===== config.mk =====
export PLATFORM = sky130hd
export DESIGN_NAME = div_issue_ctrl
export DESIGN_NICKNAME = d
export VERILOG_FILES = /design/src/rtl/div_issue_ctrl.sv
export SDC_FILE = /design/constraint.sdc
export NUM_CORES = 1
export LEC_CHECK = 0
export ABC_AREA = 0
export CAP_MARGIN = 20
export CORE_MARGIN = 2
export CORE_UTILIZATION = 55
export CTS_CLUSTER_DIAMETER = 40
export DETAILED_ROUTE_END_ITERATION = 16
export GPL_TIMING_DRIVEN = 0
export PLACE_DENSITY = 0.95
export SLEW_MARGIN = 10
export SYNTH_ARGS = -nofsm -noshare
export SYNTH_HDL_FRONTEND = slang
export SYNTH_SLANG_ARGS = --single-unit

===== constraint.sdc =====
create_clock -name clk_i -period 27.9 [get_ports clk_i]
set_clock_uncertainty 0.2 [all_clocks]
set_input_delay 8.37 -clock clk_i [delete_from_list [all_inputs] [get_ports clk_i]]
set_output_delay 8.37 -clock clk_i [all_outputs]
set_load 0.005 [all_outputs]

===== src/rtl/div_issue_ctrl.sv =====
// div_issue_ctrl: front-end for an external iterative divider.
// Accepts one request at a time and normalises word-op operands.
// A one-entry result cache short-circuits repeated identical divisions.
// The result is held on the writeback port until it is consumed.
module div_issue_ctrl #(
    parameter int unsigned WIDTH         = 64,
    parameter int unsigned TRANS_ID_BITS = 3
) (
    input  logic                     clk_i,
    input  logic                     rst_ni,
    // upstream request
    input  logic                     fu_valid_i,
    output logic                     fu_ready_o,
    input  logic [2:0]               operation_i,
    input  logic [WIDTH-1:0]         operand_a_i,
    input  logic [WIDTH-1:0]         operand_b_i,
    input  logic [TRANS_ID_BITS-1:0] trans_id_i,
    input  logic                     flush_i,
    // divider request side
    output logic                     div_vld_o,
    input  logic                     div_rdy_i,
    output logic [WIDTH-1:0]         div_op_a_o,
    output logic [WIDTH-1:0]         div_op_b_o,
    output logic [1:0]               div_opcode_o,
    output logic [TRANS_ID_BITS-1:0] div_id_o,
    // divider response side
    input  logic                     div_out_vld_i,
    output logic                     div_out_rdy_o,
    input  logic [WIDTH-1:0]         div_res_i,
    input  logic [TRANS_ID_BITS-1:0] div_id_i,
    // writeback
    output logic                     result_valid_o,
    input  logic                     result_ready_i,
    output logic [WIDTH-1:0]         result_o,
    output logic [TRANS_ID_BITS-1:0] result_id_o
);

    localparam int unsigned EXT = WIDTH - 32;

    typedef enum logic [1:0] {
        IDLE,
        ISSUE,
        WAIT,
        HOLD
    } state_t;

    state_t                   r_state;
    logic                     r_fu_ready;
    logic                     r_div_vld;
    logic                     r_div_out_rdy;
    logic                     r_res_valid;
    logic [WIDTH-1:0]         r_op_a;
    logic [WIDTH-1:0]         r_op_b;
    logic [2:0]               r_oper;
    logic [TRANS_ID_BITS-1:0] r_id;
    logic [WIDTH-1:0]         r_result;
    logic [TRANS_ID_BITS-1:0] r_result_id;

    // one-entry result cache
    logic                     r_c_valid;
    logic [WIDTH-1:0]         r_c_a;
    logic [WIDTH-1:0]         r_c_b;
    logic [2:0]               r_c_op;
    logic [WIDTH-1:0]         r_c_res;

    logic [WIDTH-1:0]         w_ext_a;
    logic [WIDTH-1:0]         w_ext_b;
    logic [WIDTH-1:0]         w_res_ext;
    logic                     w_accept;
    logic                     w_hit;
    logic                     w_resp_ok;

    // Operand normalisation, cache lookup and response qualification.
    always_comb begin
        w_ext_a = operand_a_i;
        w_ext_b = operand_b_i;
        if (operation_i[2]) begin
            if (operation_i[0]) begin
                w_ext_a = {{EXT{operand_a_i[31]}}, operand_a_i[31:0]};
                w_ext_b = {{EXT{operand_b_i[31]}}, operand_b_i[31:0]};
            end else begin
                w_ext_a = {{EXT{1'b0}}, operand_a_i[31:0]};
                w_ext_b = {{EXT{1'b0}}, operand_b_i[31:0]};
            end
        end
        w_res_ext = r_oper[2] ? {{EXT{div_res_i[31]}}, div_res_i[31:0]} : div_res_i;
        // flush has priority over acceptance
        w_accept  = fu_valid_i & r_fu_ready & (r_state == IDLE) & ~flush_i;
        w_hit     = r_c_valid & (r_c_a == w_ext_a) & (r_c_b == w_ext_b)
                  & (r_c_op == operation_i);
        w_resp_ok = div_out_vld_i & r_div_out_rdy & (div_id_i == r_id);
    end

    // Control FSM with registered handshake outputs and result cache.
    always_ff @(posedge clk_i) begin
        if (!rst_ni) begin
            r_state       <= IDLE;
            r_fu_ready    <= 1'b0;
            r_div_vld     <= 1'b0;
            r_div_out_rdy <= 1'b0;
            r_res_valid   <= 1'b0;
            r_result      <= '0;
            r_result_id   <= '0;
            r_c_valid     <= 1'b0;
        end else if (flush_i) begin
            // abandon everything; a response in this cycle is not cached
            r_state       <= IDLE;
            r_fu_ready    <= 1'b1;
            r_div_vld     <= 1'b0;
            r_div_out_rdy <= 1'b0;
            r_res_valid   <= 1'b0;
        end else begin
            case (r_state)
                IDLE: begin
                    if (w_accept) begin
                        r_op_a     <= w_ext_a;
                        r_op_b     <= w_ext_b;
                        r_oper     <= operation_i;
                        r_id       <= trans_id_i;
                        r_fu_ready <= 1'b0;
                        if (w_hit) begin
                            r_result    <= r_c_res;
                            r_result_id <= trans_id_i;
                            r_res_valid <= 1'b1;
                            r_state     <= HOLD;
                        end else begin
                            r_div_vld <= 1'b1;
                            r_state   <= ISSUE;
                        end
                    end else begin
                        r_fu_ready <= 1'b1;
                    end
                end
                ISSUE: begin
                    if (div_rdy_i) begin
                        r_div_vld     <= 1'b0;
                        r_div_out_rdy <= 1'b1;
                        r_state       <= WAIT;
                    end
                end
                WAIT: begin
                    // responses tagged with a stale ID are silently dropped
                    if (w_resp_ok) begin
                        r_result      <= w_res_ext;
                        r_result_id   <= r_id;
                        r_res_valid   <= 1'b1;
                        r_div_out_rdy <= 1'b0;
                        r_c_valid     <= 1'b1;
                        r_c_a         <= r_op_a;
                        r_c_b         <= r_op_b;
                        r_c_op        <= r_oper;
                        r_c_res       <= w_res_ext;
                        r_state       <= HOLD;
                    end
                end
                HOLD: begin
                    if (result_ready_i) begin
                        r_res_valid <= 1'b0;
                        r_fu_ready  <= 1'b1;
                        r_state     <= IDLE;
                    end
                end
                default: r_state <= IDLE;
            endcase
        end
    end

    assign fu_ready_o     = r_fu_ready;
    assign div_vld_o      = r_div_vld & ~flush_i;
    assign div_op_a_o     = r_op_a;
    assign div_op_b_o     = r_op_b;
    assign div_opcode_o   = r_oper[1:0];
    assign div_id_o       = r_id;
    assign div_out_rdy_o  = r_div_out_rdy;
    assign result_valid_o = r_res_valid & ~flush_i;
    assign result_o       = r_result;
    assign result_id_o    = r_result_id;

endmodule


== Yosys cells after proc, flatten, opt, wreduce, memory -nomap -nowiden ==
Index checks and enable logic that the tools add are counted.

* Flip-flop bits (word level): 403
* Bits of input ports: 208
* Output and inout port bits: 204
* Logic and storage cells: 93

* Equality and inequality tests: 14
* Muxes and demuxes: 35
* Bitwise operators: 12
* Reductions and logical operators: 16

{| class="wikitable"
|+ Operators by type and width
! cell !! count
|-
| $mux 64 || 8
|-
| $eq 64x64->1 || 2
|-
| $pmux 64 s2 || 1
|-
| $reduce_and 4->1 || 4
|-
| $mux 1 || 12
|-
| $ne 2x2->1 const B || 6
|-
| $and 1x1->1 || 10
|-
| $mux 2 || 5
|-
| $reduce_and 5->1 || 2
|-
| $mux 3 || 3
|-
| $pmux 2 s4 || 1
|-
| $eq 3x3->1 || 2
|-
| $pmux 1 s2 || 3
|-
| $pmux 3 s2 || 1
|-
| $reduce_and 3->1 || 2
|-
| $reduce_bool 2->1 || 3
|-
| $reduce_bool 3->1 || 2
|-
| $eq 2x2->1 const B || 2
|-
| $ne 3x3->1 const B || 1
|-
| $pmux 1 s3 || 1
|-
| $eq 2x1->1 const B || 1
|-
| $logic_not 2->1 || 1
|-
| $not 1->1 || 2
|-
| $reduce_and 2->1 || 1
|-
| $reduce_or 2->1 || 1
|}

== Longest topological paths before layout ==
Gate-level depths: netlist of the first run.

* Word-level depth: 9
* Mapped depth: 14
* Mapped depth without buffers: 9

== Worst setup path after synthesis of the first run ==
No wires, ideal clock.

* Kind: input port to flip-flop
* Start: in div_id_i[2]
* End: reg r_c_a[0], enable pin
* Arrival time: 17.050 ns
* Data required time: 26.945 ns
* Path slack: 9.895 ns
* Stages on the path: 4
* Cells stage by stage: xor2_1 nor4_1 nand2_1 nor2_1

* Longest elaborated chain between the ends: 3

{| class="wikitable"
|+ Ends and longest elaborated chain
! what !! RTL line !! source
|-
| start: declaration || 30 || <nowiki>input logic [TRANS_ID_BITS-1:0] div_id_i,</nowiki>
|-
| $eq 3x3->1 || 91 || <nowiki>w_resp_ok = div_out_vld_i & r_div_out_rdy & (div_id_i == r_id);</nowiki>
|-
| $and 1x1->1 || 91 ||
|-
| $reduce_and 4->1 (no source line) || -- ||
|-
| end signal: assignment || 149 || <nowiki>r_c_a <= r_op_a;</nowiki>
|-
| end: declaration || 61 || <nowiki>logic [WIDTH-1:0] r_c_a;</nowiki>
|}

No other way between the ends.
A chain may end at the register's enable or synchronous reset.

== Worst setup path after layout of the first run ==
* Start: in flush_i
* End: out result_valid_o

* Longest elaborated chain between the ends: 2

{| class="wikitable"
|+ Ends and longest elaborated chain
! what !! RTL line !! source
|-
| start: declaration || 18 || <nowiki>input logic flush_i,</nowiki>
|-
| $not 1->1 (no source line) || -- ||
|-
| $and 1x1->1 || 175 || <nowiki>assign result_valid_o = r_res_valid & ~flush_i;</nowiki>
|-
| end: declaration || 32 || <nowiki>output logic result_valid_o,</nowiki>
|}

No other way between the ends.

==> results of run 1 <==
## final cells by class
| class | count | area (um2) | share of cell area |
|---|---|---|---|
| multi-input combinational | 872 | 6170 | 0.246 |
| tap | 442 | 553 | 0.0221 |
| clock inverter | 31 | 289 | 0.0115 |
| antenna | 1 | 2.50 | 0.0000999 |
| buffer | 108 | 455 | 0.0182 |
| clock buffer | 65 | 1410 | 0.0563 |
| timing repair buffer | 424 | 4430 | 0.177 |
| inverter | 100 | 375 | 0.0150 |
| sequential | 403 | 11400 | 0.454 |
## flip-flops by register name, indices dropped and copies added, names as in the netlist
signal / cells
div_id_o: 3
div_op_a_o: 64
div_op_b_o: 64
div_out_rdy_o: 1
fu_ready_o: 1
r_c_a: 64
r_c_b: 64
r_c_op: 3
r_c_res: 64
r_c_valid: 1
r_div_vld: 1
r_oper: 3
r_res_valid: 1
r_state: 2
result_id_o: 3
result_o: 64
## worst min path at each step
stage	end	cells past startpoint
floorplan	r_c_valid	1
global placement	r_c_b[24]	0
detailed placement	r_c_b[39]	0
CTS	r_c_a[21]	0
global route	r_c_a[17]	0
finish	r_c_a[21]	0
## synth_stat cells (6+ instances only)
master     number
a311o_1        35
o2111ai_1      10
nand2_1        20
a222oi_1        6
o211ai_1       30
nor2_1         20
or4_1          11
a31oi_1        38
mux2_2         68
mux2i_1        36
a22oi_1         6
nor2b_1        37
xnor2_1        30
inv_1          97
clkbuf_1       95
o21ai_0        71
a21o_1         32
xor2_1         28
a2111oi_0       9
dfxtp_1        74
edfxtp_1      329
nand4_1        52
nand2b_1       32
o22ai_1        12
a21oi_1        23
nand3_1       115
nor4_1         21
and3_1         71
## stage by stage
stage,worst slack [ps],utilization,total power [mW]
after detailed placement,9570,0.714,0.784
after global placement,5280,0.704,0.779
final,9530,0.766,1.44
after global routing,9490,0.766,1.47
after CTS,9570,0.766,1.44
after floorplan,9900,-,0.716
## power groups by stage
stage	Combinational (mW)	Sequential, mW	Clock [mW]
after floorplan	0.0451	0.671	0
after global placement	0.107	0.672	0
after detailed placement	0.113	0.671	0
after CTS	0.116	0.658	0.665
after global routing	0.124	0.659	0.690
final	0.119	0.658	0.666
## worst max-delay path, stage by stage
cell	delay [ps]
clkdlybuf4s50_1	500
nor2b_1	350
clkdlybuf4s50_1	580
## routing by layer
metal,up-vias,global-route usage,wire length (um)
met5,-,0,24
met4,4,0.183,3940
li1,6688,-,-
met3,304,0.101,8180
met2,1455,0.613,31500
met1,7713,0.420,21500
## logic make-up after synthesis
family,count (synthesis),synth area share
flip-flops,403,0.619
AND/OR/NAND/NOR,394,0.122
AO/OA/AOI/OAI,312,0.121
buffers and inverters,208,0.0453
multiplexers,104,0.0614
XOR/XNOR,58,0.0277
adder cells (fa/ha/maj),4,0.00273
==> impl_metrics.env, run 1 <==
export IMPL_core_rowCount=66
export IMPL_drt_iter0_markers=2204
export IMPL_cp_data_arrival_time_ps=9800
export IMPL_fillers=1876
export IMPL_dieArea_mm2=0.0348
export IMPL_vias=16164
export IMPL_cp_required_ps=19330
export IMPL_ir_drop_mv=0.0599
export IMPL_placed_cell_area_mm2=0.0233
export IMPL_cts_buffers=52
export IMPL_boundaryPins=412
export IMPL_final_cell_mix="clkdlybuf4s50_1, edfxtp_1, nand3_1"
export IMPL_dpl_hpwl_um=46100
export IMPL_firstDrtPassIters=7
export IMPL_grt_pass1_wl_um=97100
export IMPL_setup_tns_ps=0
export IMPL_crit_end="result_valid_o"
export IMPL_path_clk_slew_ps=50
export IMPL_yosysTopAreaCell="edfxtp_1"
export IMPL_synthesis_instances=1483
export IMPL_seqPwrFrac=0.456
export IMPL_clk_insertion_delay_late_ps=600
export IMPL_die_y_um=187
export IMPL_wire_per_inst_um=26.7
export IMPL_r2r_start="r_c_a[35]"
export IMPL_synth_yosys_warnings=0
export IMPL_cp_max_fo=6
export IMPL_drc=0
export IMPL_ctsHoldBuffers=0
export IMPL_layout_cells_non_filler=2446
export IMPL_synth_edff_count=329
export IMPL_worst_slew_pin_slew_ps=867
export IMPL_area_delta_synth_final_pct=36.5
export IMPL_htreeDepth=2
export IMPL_slew_violations=0
export IMPL_slew_headroom=0.422
export IMPL_reg2reg_to="result_o[51]"
export IMPL_synth_seq_cells=403
export IMPL_reg2reg_slack_ps=23720
export IMPL_synth_top_area_frac=0.538
export IMPL_design_area_mm2=0.0250
export IMPL_drtAntennaViolNets=0
export IMPL_ys_async_sr_fraction=0
export IMPL_root_buffer="clkbuf_16"
export IMPL_numPortBuffers=411
export IMPL_start_util=0.561
export IMPL_detail_route_vias_per_cell=6.61
export IMPL_grt_ovfl_total=0
export IMPL_nets=2173
export IMPL_rr_worst_depth=10
export IMPL_combPwrFrac=0.082
export IMPL_avgSynthCellArea_um2=12.4
export IMPL_path_class="in2out"
export IMPL_synth_nets=1695
export IMPL_ys_types=65
export IMPL_grtUsageTotal=0.361
export IMPL_setup_viol=0
export IMPL_cts_tree="built"
export IMPL_synthFlopType="edfxtp_1"
export IMPL_drive_gt1_frac=0.0924
export IMPL_syn_cell_area_mm2=0.0184
export IMPL_start_kind="input port"
export IMPL_maxCapViolations=0
export IMPL_die_w_um=187
export IMPL_cp_end_kind="output pin"
export IMPL_final_common_cell="clkdlybuf4s50_1"
export IMPL_seq_area_frac_synth=0.619
export IMPL_pwr_share_clk=0.462
export IMPL_p_sw_mw=0.338
export IMPL_cellPowerDensity_mw_per_mm2=57.6
export IMPL_status="complete, no violations"
export IMPL_fin_crit_sh=0.659
export IMPL_post_cts_buffers=0
export IMPL_max_freq_ghz=0.0544
export IMPL_hp_class="reg2reg"
export IMPL_holdCritStartpoint="div_op_a_o[21]"
export IMPL_fin_crit_ps=18370
export IMPL_swShare=0.234
export IMPL_hold_viol=0
export IMPL_core_area_mm2=0.0327
export IMPL_p_leak_nw=9.13
export IMPL_p_int_mw=1.11
export IMPL_grt_setup_unrepaired="false"
export IMPL_grt_pass1_vias=16038
export IMPL_routed_wirelength_um=65200
export IMPL_clockBufferDepth=3
export IMPL_grt_max_degree=32
export IMPL_cts_sinks=403
export IMPL_crit_start="flush_i"
export IMPL_place_inst=2349
export IMPL_gp_congestion=0.976
export IMPL_timing_hold_ws_ps=247
export IMPL_antenna_found_initial=3
export IMPL_synth_area_leaders="edfxtp_1, dfxtp_1, mux2_2, nand3_1, and3_1"
export IMPL_cts_resized_gates=0
No activity file was read; power rests on OpenSTA's default activity.
==> inputs of run 2 (changes only) <==
- CORE_UTILIZATION: 55 -> 46
- PLACE_DENSITY: 0.95 -> 0.87
- clock period: 27.9 -> 15.1 ns (I/O delays scaled with it)
==> impl_metrics.env, run 2 (synthesis gave the netlist of run 1 again) <==
export IMPL_p_leak_nw=9.26
export IMPL_seqPwrFrac=0.429
export IMPL_grt_setup_unrepaired="false"
export IMPL_numPortBuffers=411
export IMPL_final_cell_mix="clkdlybuf4s50_1, edfxtp_1, nand3_1"
export IMPL_cts_tree="built"
export IMPL_grt_ovfl_total=0
export IMPL_combPwrFrac=0.076
export IMPL_cts_buffers=57
export IMPL_gp_congestion=0.985
export IMPL_start_kind="input port"
export IMPL_die_y_um=204
export IMPL_antenna_cells=0
export IMPL_cellPowerDensity_mw_per_mm2=112
export IMPL_drtAntennaViolNets=0
export IMPL_fin_crit_sh=0.698
export IMPL_swShare=0.236
export IMPL_layout_cells_non_filler=2539
export IMPL_slowest_stage="clkdlybuf4s50_1"
export IMPL_cp_required_ps=10370
export IMPL_cp_end_kind="output pin"
export IMPL_max_freq_ghz=0.0948
export IMPL_ctsHoldBuffers=0
export IMPL_area_delta_synth_final_pct=38.4
export IMPL_path_clk_slew_ps=60
export IMPL_grt_pass1_wl_um=94000
export IMPL_drive_gt1_frac=0.0988
export IMPL_boundaryPins=412
export IMPL_hp_class="reg2reg"
export IMPL_cp_common_cell="clkdlybuf4s50_1"
export IMPL_path_class="in2out"
export IMPL_placed_cell_area_mm2=0.0234
export IMPL_nets=2177
export IMPL_fin_crit_ps=10540
export IMPL_clk_insertion_delay_late_ps=620
export IMPL_critPathTopFamily="buffers and inverters"
export IMPL_maxCapViolations=0
export IMPL_final_util=0.642
export IMPL_fin_ws_ps=4560
export IMPL_path_cells="clkdlybuf4s50_1, nor2b_1, clkdlybuf4s50_1"
export IMPL_firstDrtPassIters=9
export IMPL_vias=15399
export IMPL_grt_util_met1=0.351
export IMPL_use_met2=0.505
export IMPL_start_util=0.464
export IMPL_grt_busiest_layer="met2"
export IMPL_timing_hold_ws_ps=246
export IMPL_root_buffer="clkbuf_16"
export IMPL_clockBufferDepth=3
export IMPL_p_int_mw=2.17
export IMPL_die_w_um=204
export IMPL_dieArea_mm2=0.0415
export IMPL_grtUsageMet3=0.0791
export IMPL_place_inst=2431
export IMPL_hold_viol=0
export IMPL_final_common_cell="clkdlybuf4s50_1"
export IMPL_drc=0
export IMPL_core_area_mm2=0.0395
export IMPL_p_sw_mw=0.671
export IMPL_post_cts_buffers=0
export IMPL_antenna_found_initial=3
export IMPL_cp_max_fo=6
export IMPL_design_area_mm2=0.0254
export IMPL_setup_viol=0
export IMPL_dpl_worst_slack_ps=4590
export IMPL_cp_num_buf_inv=2
export IMPL_drt_iter0_markers=1542
export IMPL_wire_per_inst_um=24.8
export IMPL_dpl_hpwl_um=45200
export IMPL_status="complete, no violations"
export IMPL_cp_slowest_stage_delay_ps=540
export IMPL_cp_data_arrival_time_ps=5810
export IMPL_routed_wirelength_um=62900
export IMPL_detail_route_vias_per_cell=6.06
export IMPL_ir_drop_mv=0.131
export IMPL_slew_violations=0
export IMPL_cts_sinks=403
export IMPL_htreeDepth=2
export IMPL_pwr_share_clk=0.496
export IMPL_core_rowCount=73
export IMPL_grtUsageTotal=0.298
export IMPL_cts_resized_gates=0
export IMPL_slew_headroom=0.368
export IMPL_grt_max_degree=32
export IMPL_worst_slew_pin_slew_ps=924
export IMPL_grt_pass1_vias=15645
-- run 2: final timing paths --
| path | start | end | slack [ps] | cells after the start |
|---|---|---|---|---|
| max | flush_i | result_valid_o | 4560 | 3 |
| min | div_op_b_o[41] | r_c_b[41] | 250 | 0 |
| max reg2reg | r_c_a[12] | result_o[47] | 11130 | 10 |
| min reg2reg | div_op_b_o[41] | r_c_b[41] | 250 | 0 |
-- run 2: metal layers --
metal	up-vias	wire length, um
met2	1062	30600
li1	6699	-
met5	-	32
met3	181	6700
met4	4	2820
met1	7453	22700
-- run 2: area by class of cell --
class | count | area, um2
clock buffer | 63 | 1470
tap | 525 | 657
sequential | 403 | 11400
multi-input combinational | 872 | 6170
buffer | 108 | 455
fill | 2825 | 14100
inverter | 100 | 375
timing repair buffer | 423 | 4370
clock inverter | 45 | 539
-- run 2: power groups by stage --
stage                     registers (mW)  logic, mW  clock network (mW)
after detailed placement            1.24      0.208                   0
after floorplan                     1.24     0.0833                   0
after CTS                           1.22      0.211                1.42
final                               1.22      0.215                1.41
after global placement              1.24      0.201                   0
after global routing                1.22      0.227                1.46
-- run 2: stage by stage --
step	TNS [ps]	total power [mW]
after detailed placement	0	1.45
after CTS	0	2.84
after global routing	0	2.90
after global placement	-753840	1.44
after floorplan	0	1.32
final	0	2.84
